File: src/rtl/mc_control_fsm.sv
// Multi-cycle IF/ID/EX/MEM/WB control unit for the 16-bit TSC CPU.
// Define INST_COUNT_EN to add the retired-instruction counter output num_inst.
module mc_control_fsm #(
   parameter int unsigned WORD_SIZE  = 16,
   parameter int unsigned NUM_INST_W = 16
) (
   input  logic                 clk,
   input  logic                 reset_n,
   input  logic [WORD_SIZE-1:0] inst,
   input  logic                 mem_ready,
   input  logic                 bcond,
   output logic                 mem_read,
   output logic                 mem_write,
   output logic                 i_or_d,
   output logic                 ir_write,
   output logic                 pc_write,
   output logic                 pc_write_c,
   output logic [1:0]           pc_source,
   output logic [1:0]           alu_src_b,
   output logic [1:0]           reg_dest,
   output logic                 reg_write,
   output logic                 mem_to_reg,
   output logic                 reg2save,
   output logic                 wwd,
   output logic                 is_halted
`ifdef INST_COUNT_EN
   ,
   output logic [NUM_INST_W-1:0] num_inst
`endif
);

   typedef enum logic [2:0] {S_IF, S_ID, S_EX, S_MEM, S_WB, S_HALT} state_t;

   state_t r_state;
   state_t w_next;

   logic [3:0] w_op;
   logic [5:0] w_funct;
   logic w_rtype, w_r_alu, w_jpr, w_jrl, w_wwd, w_hlt;
   logic w_branch, w_adi_lhi, w_ori, w_lwd, w_swd, w_jmp, w_jal, w_valid;

   assign w_op      = inst[WORD_SIZE-1 -: 4];
   assign w_funct   = inst[5:0];
   assign w_rtype   = (w_op == 4'd15);
   assign w_r_alu   = w_rtype && (w_funct <= 6'd7);
   assign w_jpr     = w_rtype && (w_funct == 6'd25);
   assign w_jrl     = w_rtype && (w_funct == 6'd26);
   assign w_wwd     = w_rtype && (w_funct == 6'd28);
   assign w_hlt     = w_rtype && (w_funct == 6'd29);
   assign w_branch  = (w_op <= 4'd3);
   assign w_adi_lhi = (w_op == 4'd4) || (w_op == 4'd6);
   assign w_ori     = (w_op == 4'd5);
   assign w_lwd     = (w_op == 4'd7);
   assign w_swd     = (w_op == 4'd8);
   assign w_jmp     = (w_op == 4'd9);
   assign w_jal     = (w_op == 4'd10);
   assign w_valid   = w_branch | w_adi_lhi | w_ori | w_lwd | w_swd | w_jmp | w_jal
                    | w_r_alu | w_jpr | w_jrl;

   // Register fields and bcond are consumed by the datapath, not by sequencing.
   logic w_unused_bits;
   assign w_unused_bits = ^{inst[WORD_SIZE-5:6], bcond};

   always_ff @(posedge clk or negedge reset_n) begin
      if (!reset_n) r_state <= S_IF;
      else          r_state <= w_next;
   end

   always_comb begin
      w_next     = r_state;
      mem_read   = 1'b0;
      mem_write  = 1'b0;
      i_or_d     = 1'b0;
      ir_write   = 1'b0;
      pc_write   = 1'b0;
      pc_write_c = 1'b0;
      pc_source  = 2'd0;
      alu_src_b  = 2'd0;
      reg_dest   = 2'd0;
      reg_write  = 1'b0;
      mem_to_reg = 1'b0;
      reg2save   = 1'b0;
      wwd        = 1'b0;
      is_halted  = 1'b0;
      case (r_state)
         S_IF: begin
            mem_read = 1'b1;
            if (mem_ready) begin
               ir_write = 1'b1;
               pc_write = 1'b1;
               w_next   = S_ID;
            end
         end
         S_ID: begin
            if (w_hlt)        w_next = S_HALT;
            else if (w_wwd) begin
               wwd    = 1'b1;
               w_next = S_IF;
            end
            else if (w_valid) w_next = S_EX;
            else              w_next = S_IF;
         end
         S_EX: begin
            w_next = S_IF;
            if (w_r_alu)                  w_next = S_WB;
            else if (w_adi_lhi) begin
               alu_src_b = 2'd1;
               w_next    = S_WB;
            end
            else if (w_ori) begin
               alu_src_b = 2'd2;
               w_next    = S_WB;
            end
            else if (w_lwd || w_swd) begin
               alu_src_b = 2'd1;
               w_next    = S_MEM;
            end
            else if (w_branch) begin
               pc_write_c = 1'b1;
               pc_source  = 2'd1;
            end
            else if (w_jmp || w_jal) begin
               pc_write  = 1'b1;
               pc_source = 2'd2;
               if (w_jal) w_next = S_WB;
            end
            else if (w_jpr || w_jrl) begin
               pc_write  = 1'b1;
               pc_source = 2'd3;
               if (w_jrl) w_next = S_WB;
            end
         end
         S_MEM: begin
            i_or_d    = 1'b1;
            mem_read  = w_lwd;
            mem_write = w_swd;
            if (mem_ready) w_next = w_lwd ? S_WB : S_IF;
         end
         S_WB: begin
            reg_write = 1'b1;
            w_next    = S_IF;
            if (w_r_alu)               reg_dest = 2'd1;
            else if (w_lwd)            mem_to_reg = 1'b1;
            else if (w_jal || w_jrl) begin
               reg_dest = 2'd2;
               reg2save = 1'b1;
            end
         end
         S_HALT: is_halted = 1'b1;
         default: w_next = S_IF;
      endcase
      // Reset masks outputs combinationally so an in-flight request drops at once.
      if (!reset_n) begin
         mem_read   = 1'b0;
         mem_write  = 1'b0;
         i_or_d     = 1'b0;
         ir_write   = 1'b0;
         pc_write   = 1'b0;
         pc_write_c = 1'b0;
         pc_source  = 2'd0;
         alu_src_b  = 2'd0;
         reg_dest   = 2'd0;
         reg_write  = 1'b0;
         mem_to_reg = 1'b0;
         reg2save   = 1'b0;
         wwd        = 1'b0;
         is_halted  = 1'b0;
      end
   end

`ifdef INST_COUNT_EN
   logic w_retire;
   assign w_retire = ((w_next == S_IF) && (r_state != S_IF) && (r_state != S_HALT))
                   || ((w_next == S_HALT) && (r_state != S_HALT));

   always_ff @(posedge clk or negedge reset_n) begin
      if (!reset_n)      num_inst <= '0;
      else if (w_retire) num_inst <= num_inst + 1'b1;
   end
`else
   localparam int unsigned UNUSED_CNT_W = NUM_INST_W;
`endif

endmodule

File: config.mk
export PLATFORM = sky130hd
export DESIGN_NAME = mc_control_fsm
export DESIGN_NICKNAME = d
export VERILOG_FILES = /design/src/rtl/mc_control_fsm.sv
export SDC_FILE = /design/constraint.sdc
export NUM_CORES = 1
export LEC_CHECK = 0
export CAP_MARGIN = 20
export CORE_AREA = 8 8 45 47
export CTS_BUF_LIST = sky130_fd_sc_hd__clkbuf_4 sky130_fd_sc_hd__clkbuf_8
export DETAILED_ROUTE_END_ITERATION = 8
export DIE_AREA = 0 0 53 55
export DONT_BUFFER_PORTS = 1
export PLACE_DENSITY = 0.63
export SYNTH_ARGS = -nofsm -noshare
export SYNTH_HDL_FRONTEND = slang
export SYNTH_SLANG_ARGS = --single-unit
File: constraint.sdc
create_clock -name clk -period 1.8 [get_ports clk]
set_input_delay 0.36 -clock clk [delete_from_list [all_inputs] [get_ports clk]]
set_output_delay 0.36 -clock clk [all_outputs]
set_load 0.02 [all_outputs]
=== Word-level counts from Yosys, hierarchy flattened ===
Cells that the tools add are included.

* Register bits: 3
* Bits of input ports: 20
* Output and inout bits: 17
* Word-level logic and storage cells: 122

* Reduce and logical (&&, ||, !) cells: 12
* Eq/ne operators: 19
* Order comparisons: 2
* Bitwise logic cells: 10
* Mux-type cells: 78

{| class="wikitable"
|+ Operators with widths
! operator !! number
|-
| $mux 2 || 21
|-
| $mux 1 || 41
|-
| $mux 3 || 13
|-
| $eq 6x5->1 const B || 4
|-
| $eq 4x3->1 const B || 4
|-
| $eq 4x4->1 const B || 4
|-
| $pmux 3 s5 || 1
|-
| $or 1x1->1 || 9
|-
| $eq 3x2->1 const B || 2
|-
| $eq 3x3->1 const B || 2
|-
| $le 6x3->1 const B || 1
|-
| $logic_and 1x1->1 || 5
|-
| $logic_or 1x1->1 || 5
|-
| $le 4x2->1 const B || 1
|-
| $ne 2x2->1 const B || 2
|-
| $pmux 1 s2 || 2
|-
| $eq 3x1->1 const B || 1
|-
| $logic_not 3->1 || 1
|-
| $reduce_and 3->1 || 1
|-
| $not 1->1 || 1
|}

=== Logic depth before layout (Yosys ltp) ===
Gate-level depths: netlist (run 1).

* Depth in word-level cells: 15
* Depth in mapped cells: 6

=== Worst setup path before layout (run 1) ===
OpenSTA, ideal clock, no wires.

* Path type: reg2out
* Start: register r_state[2]
* End: output mem_write
* Stages on the path, launching flop included: 4
* Required time: 1.440 ns
* Arrival time: 1.773 ns
* Path slack: -0.333 ns
* Path through: dfrtp_1 > nand2b_1 > nor2_1 > nor4b_1

* Word-level cells in the longest chain between the ends: 3

{| class="wikitable"
|+ RTL lines
! what !! line !! RTL
|-
| start: declaration || 34 || <nowiki>state_t r_state;</nowiki>
|-
| start signal: assignment || 66 || <nowiki>else r_state <= w_next;</nowiki>
|-
| $eq 3x2->1 || 85 || <nowiki>case (r_state)</nowiki>
|-
| $mux 1 || 85 ||
|-
| $mux 1 || 153 || <nowiki>if (!reset_n) begin</nowiki>
|-
| end: declaration || 13 || <nowiki>output logic mem_write,</nowiki>
|}

No other way between the ends.

=== Final worst setup path (run 1) ===
* Start: register r_state[0]
* End: output alu_src_b[1]

* Word-level cells in the longest chain between the ends: 3

{| class="wikitable"
|+ RTL lines
! what !! line !! RTL
|-
| $eq 3x2->1 || 85 ||
|-
| $mux 2 || 85 ||
|-
| $mux 2 || 153 ||
|-
| end: declaration || 19 || <nowiki>output logic [1:0] alu_src_b,</nowiki>
|}

No other way between the ends.

==> results of run 1 <==
-- cells by family (layout without fill, tap and decap cells) --
logic type | after synthesis | in the layout | synth area share
XOR/XNOR | 2 | 2 | 0.0317
AO/OA/AOI/OAI | 20 | 20 | 0.274
AND/OR/NAND/NOR | 45 | 45 | 0.462
buffers and inverters | 10 | 35 | 0.0973
flip-flops | 3 | 3 | 0.136
-- power by group --
group / switching, W / internal (W)
sequential: 0.0000553 / 0.0000984
combinational: 0.000257 / 0.000241
clock: 0.0000368 / 0.0000982
total: 0.000349 / 0.000438
-- worst min-delay path by stage --
stage / depth (start not counted) / startpoint / end / slack (ps)
6_report: 2 / inst[0] / r_state[0] / 290
5_1_grt: 2 / inst[0] / r_state[0] / 310
4_1_cts: 2 / inst[0] / r_state[0] / 290
3_5_place_dp: 0 / reset_n / r_state[0] / 60
3_3_place_gp: 0 / reset_n / r_state[1] / 60
2_1_floorplan: 0 / reset_n / r_state[0] / 60
-- what timing repair did --
item	4_1_cts	5_1_grt
setup buffers	4	5
resized for setup	7	9
pin swaps	2	3
hold buffers	1	0
setup endpoints to repair	6	10
endpoints found under the hold margin	3	0
-- routing by layer --
layer / vias up / track usage / share of wire
met4: 0 / 0.103 / 0.019
met1: 336 / 0.140 / 0.39
met5: - / 0 / 0
li1: 350 / - / -
met2: 34 / 0.236 / 0.49
met3: 4 / 0.0428 / 0.094
-- cells in the mapped netlist, types with 2 or more instances --
| cell | n |
|---|---|
| a21oi_1 | 3 |
| buf_4 | 2 |
| dfrtp_1 | 3 |
| inv_1 | 5 |
| nand2_1 | 5 |
| nand2b_1 | 6 |
| nand3_1 | 3 |
| nand3b_1 | 3 |
| nor2_1 | 14 |
| nor4b_1 | 2 |
| o2111ai_1 | 2 |
| o22ai_1 | 3 |
| o32ai_1 | 2 |
| or2_2 | 2 |
| xnor2_1 | 2 |
-- stage by stage --
stage	setup slack [ps]	setup TNS [ps]	instance area, µm²	power, W	instances
finish	12.4	0	868	0.000787	121
global route	-21.3	-60.6	868	0.000834	121
CTS	-24.0	-25.7	786	0.000679	116
detailed placement	-22.3	-22.3	691	0.000456	107
global placement	31.1	0	691	0.000450	107
floorplan	-85.7	-89.2	589	0.000378	80
-- final cells by class --
class	instances	area share
multi-input cells	67	0.599
inverters	5	0.0216
repair buffers	26	0.232
clock buffers	4	0.0346
well taps	16	0.0231
flip-flops and latches	3	0.0893
==> impl_metrics.csv, run 1 <==
group,metric,value,unit
status,status,"complete, no violations",
cells_and_area,ff_latch_area,77.6,µm²
worst_setup_path,cpMaxStageDelayCell,"dfrtp_2",
drt,wl_per_cell,17.1,µm
clocking,htreeDepth,1,
die,rows,14,
drt,drtIter0Drc,25,
synthesis,synthArstFlopShare,1.00,
grt,grt_use_total,0.138,
place,place_hpwl,1460,µm
timing,final-max-slew-violation-count,0,
timing,setup_viol,0,
worst_setup_path,crit_buf_inv,1,
run,drv_cap,0,
cells_and_area,top_register,"r_state",
synthesis,avgSynthCellArea,6.91,µm²
worst_setup_path,worstPathArrival,1430,ps
worst_setup_path,rr_endpoint,"r_state[0]",
worst_setup_path,r2r_slack,520,ps
timing,fin_hold_ws,289,ps
synthesis,synth_seq_area_share,0.136,
synthesis,synth_area_leaders,"dfrtp_1, nor2_1, nand2b_1",
worst_setup_path,critPathRequiredTime,1440,ps
die,start_util,0.400,
die,die_y,55,µm
timing,clock_skew,2.28,ps
worst_setup_path,cp_max_fo,4,
grt,first_global_vias,704,
synthesis,synth-edff-count,0,
timing,fin_crit_sh,0.993,
clocking,cts_tree,"yes",
drt,firstDrtPassIters,4,
clocking,cts_root_buf,"clkbuf_4",
drt,drtAntennaViolNets,0,
die,die-area,2920,µm²
grt,gr-total-overflow,0,
clocking,clock_path_buffers,2,
timing,slew_headroom,0.722,
cells_and_area,utilization,0.627,
synthesis,synth-main-ff-cell,"dfrtp_1",
cells_and_area,largest_reg_flops,3,
clocking,clock-sinks,3,
timing,final-hold-violation-count,0,
power_and_ir_drop,leakage,0.348,nW
synthesis,syn_area,553,µm²
synthesis,syn_nets,100,
grt,antenna_found_initial,0,
timing,fmax,0.559,GHz
cells_and_area,layout_commonest_cell,"buf_4",
cells_and_area,area_growth,57.0,%
die,ioPinCount,37,
grt,grt_max_degree,12,
die,coreArea,1380,µm²
clocking,clk_pin_slew,30,ps
cells_and_area,layout_common_cells,"buf_4, nor2_1, inv_1",
worst_setup_path,rr_startpoint,"r_state[1]",
drt,vias_per_cell,5.98,
worst_setup_path,end_kind,"output port",
drt,vias,724,
timing,layout_min_cycle_time,1790,ps
grt,grt_pass1_wl,2970,µm
cells_and_area,multi_input_area,520,µm²
worst_setup_path,crit_end,"alu_src_b[1]",
worst_setup_path,crit_family,"simple AND/OR/NAND/NOR gates",
power_and_ir_drop,p_per_area,906,nW/µm²
drt,drc_errors,0,
die,die_w,53,µm
hold_path,hold_path_class,"input pin to register",
synthesis,synth_top_area_cell,"dfrtp_1",
drt,routed_wl,2060,µm
worst_setup_path,path_class,"register to output port",
timing,worst_pin_slew,416,ps
place,io_buffers,0,
synthesis,yosysTopAreaCellShare,0.136,
clocking,cts_buffers,3,
clocking,clock_latency,240,ps
worst_setup_path,critPathMaxStageDelay,440,ps
cells_and_area,antenna-diode-count,0,
worst_setup_path,critPathLaunchType,"register",
cells_and_area,final_nets,126,
worst_setup_path,crit_start,"r_state[0]",
worst_setup_path,rr_worst_depth,4,
worst_setup_path,crit_chain,"nand2b_4 > nor2_4 > nand2_2 > nor4_2 > buf_4",
timing,rsz0062_at_grt,"yes",
place,gp_congestion,0.763,
synthesis,postSynthCellCount,80,
synthesis,yosys_warnings,0,
cells_and_area,fillers,128,
cells_and_area,largest_registers,"r_state: 3 flops",
worst_setup_path,cp.depth,5,
synthesis,synthDistinctLibCells,38,
power_and_ir_drop,vdd_drop_max,0.391,mV
cells_and_area,drive_above_1_share,0.495,
synthesis,ys_seq_elements,3,
(Power assumes the default switching activity.)
==> inputs of run 2 (changes only) <==
--- a/config.mk
+++ b/config.mk
@@ -11,7 +11,8 @@
 export DETAILED_ROUTE_END_ITERATION = 8
 export DIE_AREA = 0 0 53 55
 export DONT_BUFFER_PORTS = 1
-export PLACE_DENSITY = 0.63
+export PLACE_DENSITY = 0.6
+export SETUP_SLACK_MARGIN = 0.1
 export SYNTH_ARGS = -nofsm -noshare
 export SYNTH_HDL_FRONTEND = slang
 export SYNTH_SLANG_ARGS = --single-unit
==> run 2 against run 1 <==
Compared with the run above: via count is 4.0% higher; maximum frequency is 0.72% higher; sequential power is 18% lower; clock power is 7% higher; largest power group unchanged; sequential cell count stayed put; critical path type unchanged; non-clock buffer count stayed put; final area is 12% higher; first-iteration DRC count is 60% lower; clock-buffer cell count stayed put.
==> impl_metrics.csv, run 2 (synthesis results as in run 1) <==
group,metric,value,unit
grt,grt_use_total,0.152,
worst_setup_path,path_class,"register to output port",
drt,firstDrtPassIters,5,
power_and_ir_drop,p_clk_frac,0.158,
clocking,cts_buffers,3,
drt,drtIter0Drc,10,
timing,worst_pin_slew,394,ps
drt,vias_per_cell,6.22,
power_and_ir_drop,p_sw_frac,0.447,
timing,layout_min_cycle_time,1770,ps
timing,clock_skew,2.26,ps
cells_and_area,largest_registers,"r_state: 3 flops",
place,place_hpwl,1510,µm
die,ioPinCount,37,
timing,rsz0062_at_grt,"yes",
die,rows,14,
power_and_ir_drop,p_sw,0.000412,W
timing,final-hold-violation-count,0,
die,die-area,2920,µm²
clocking,clock-sinks,3,
power_and_ir_drop,power_frac_comb,0.705,
worst_setup_path,cp_max_fo,3,
worst_setup_path,end_kind,"output port",
power_and_ir_drop,internal-power,0.000508,W
drt,routed_wl,2200,µm
timing,fin_crit_sh,0.986,
timing,setup_tns,0,ps
cells_and_area,area_growth,75.1,%
drt,wl_per_cell,18.2,µm
run,drv_cap,0,
drt,drc_errors,0,
die,die_y,55,µm
cells_and_area,drive_above_1_share,0.562,
place,gp_congestion,0.748,
worst_setup_path,critPathRequiredTime,1440,ps
power_and_ir_drop,vdd_drop_max,0.352,mV
place,io_buffers,0,
status,status,"complete, no violations",
cells_and_area,top_register,"r_state",
clocking,cts_root_buf,"clkbuf_4",
drt,drtAntennaViolNets,0,
grt,first_global_vias,754,
clocking,cts_tree,"yes",
cells_and_area,final_nets,126,
power_and_ir_drop,seqPwrFrac,0.137,
die,coreArea,1380,µm²
power_and_ir_drop,leakage,0.377,nW
cells_and_area,antenna-diode-count,0,
power_and_ir_drop,p_per_area,950,nW/µm²
timing,final-max-slew-violation-count,0,
clocking,clk_pin_slew,40,ps
drt,vias,753,
cells_and_area,layout_commonest_cell,"buf_4",
clocking,clock_path_buffers,2,
die,start_util,0.400,
die,die_w,53,µm
clocking,htreeDepth,1,
grt,antenna_found_initial,0,
grt,grt_max_degree,12,
worst_setup_path,worstPathArrival,1410,ps
hold_path,hold_path_class,"input pin to register",
timing,fmax,0.563,GHz
worst_setup_path,critPathLaunchType,"register",
cells_and_area,layout_common_cells,"buf_4, nor2_1, buf_6, nor2_4",
timing,slew_headroom,0.737,
timing,setup_viol,0,
grt,gr-total-overflow,0,
cells_and_area,largest_reg_flops,3,
clocking,clock_latency,250,ps
grt,grt_pass1_wl,3350,µm
power_and_ir_drop,power,0.000920,W
[run 2: power by group through the flow]
| stage | logic [W] | registers [W] | clock network [W] |
|---|---|---|---|
| 2_1_floorplan | 0.000286 | 0.000116 | 0 |
| 3_3_place_gp | 0.000396 | 0.000111 | 0 |
| 3_5_place_dp | 0.000404 | 0.000112 | 0 |
| 4_1_cts | 0.000596 | 0.000125 | 0.000144 |
| 5_1_grt | 0.000685 | 0.000130 | 0.000151 |
| 6_report | 0.000648 | 0.000126 | 0.000145 |
[run 2: critical path, stage by stage, from the launching register on]
cell and delay (ps):
dfrtp_2 440, buf_6 130, nor2_4 120, nand3_4 100, inv_2 60, and4_4 310
[run 2: path summary, 6_finish.rpt]
check                           start    endpoint  slack [ps]  cells after the start
setup / recovery           r_state[1]    reg2save          30                      5
setup reg to reg           r_state[1]  r_state[0]         450                      5
hold reg to reg            r_state[2]  r_state[1]         640                      2
max in group asynchronous     reset_n  r_state[1]        1280                      1
hold / removal                inst[0]  r_state[0]         290                      2
min in group asynchronous     reset_n  r_state[0]         360                      1
[run 2: through the flow]
stage	setup slack, ps	area (µm²)	hold WS [ps]	util	instances
after global routing	-13.6	968	308	0.700	121
final	25.1	968	294	0.700	121
after floorplan	37.4	636	64.4	-	80
after global placement	36.9	728	64.6	0.526	107
after CTS	49.0	928	293	0.671	121
after detailed placement	31.7	728	64.6	0.526	107
[run 2: area by class of cell]
type / instances / area, µm²
Timing Repair Buffer: 26 / 224
Inverter: 5 / 18.8
Tap cell: 16 / 20.0
Clock buffer: 4 / 30.0
Fill cell: 103 / 415
Multi-Input combinational cell: 67 / 599
Sequential cell: 3 / 76.3
[run 2: per-layer routing]
layer  track usage  vias up  share of wire
li1              -      348              -
met3        0.0508        4          0.064
met5             0        -              0
met4        0.0905        0          0.015
met1         0.136      371           0.35
met2         0.289       30           0.57
[run 2: repair_timing]
action	in CTS	in global routing
pin swaps	7	2
endpoints found under the hold margin	3	0
hold buffers	1	0
resized for setup	21	9
buffers inserted	9	0
setup endpoints to repair	12	16
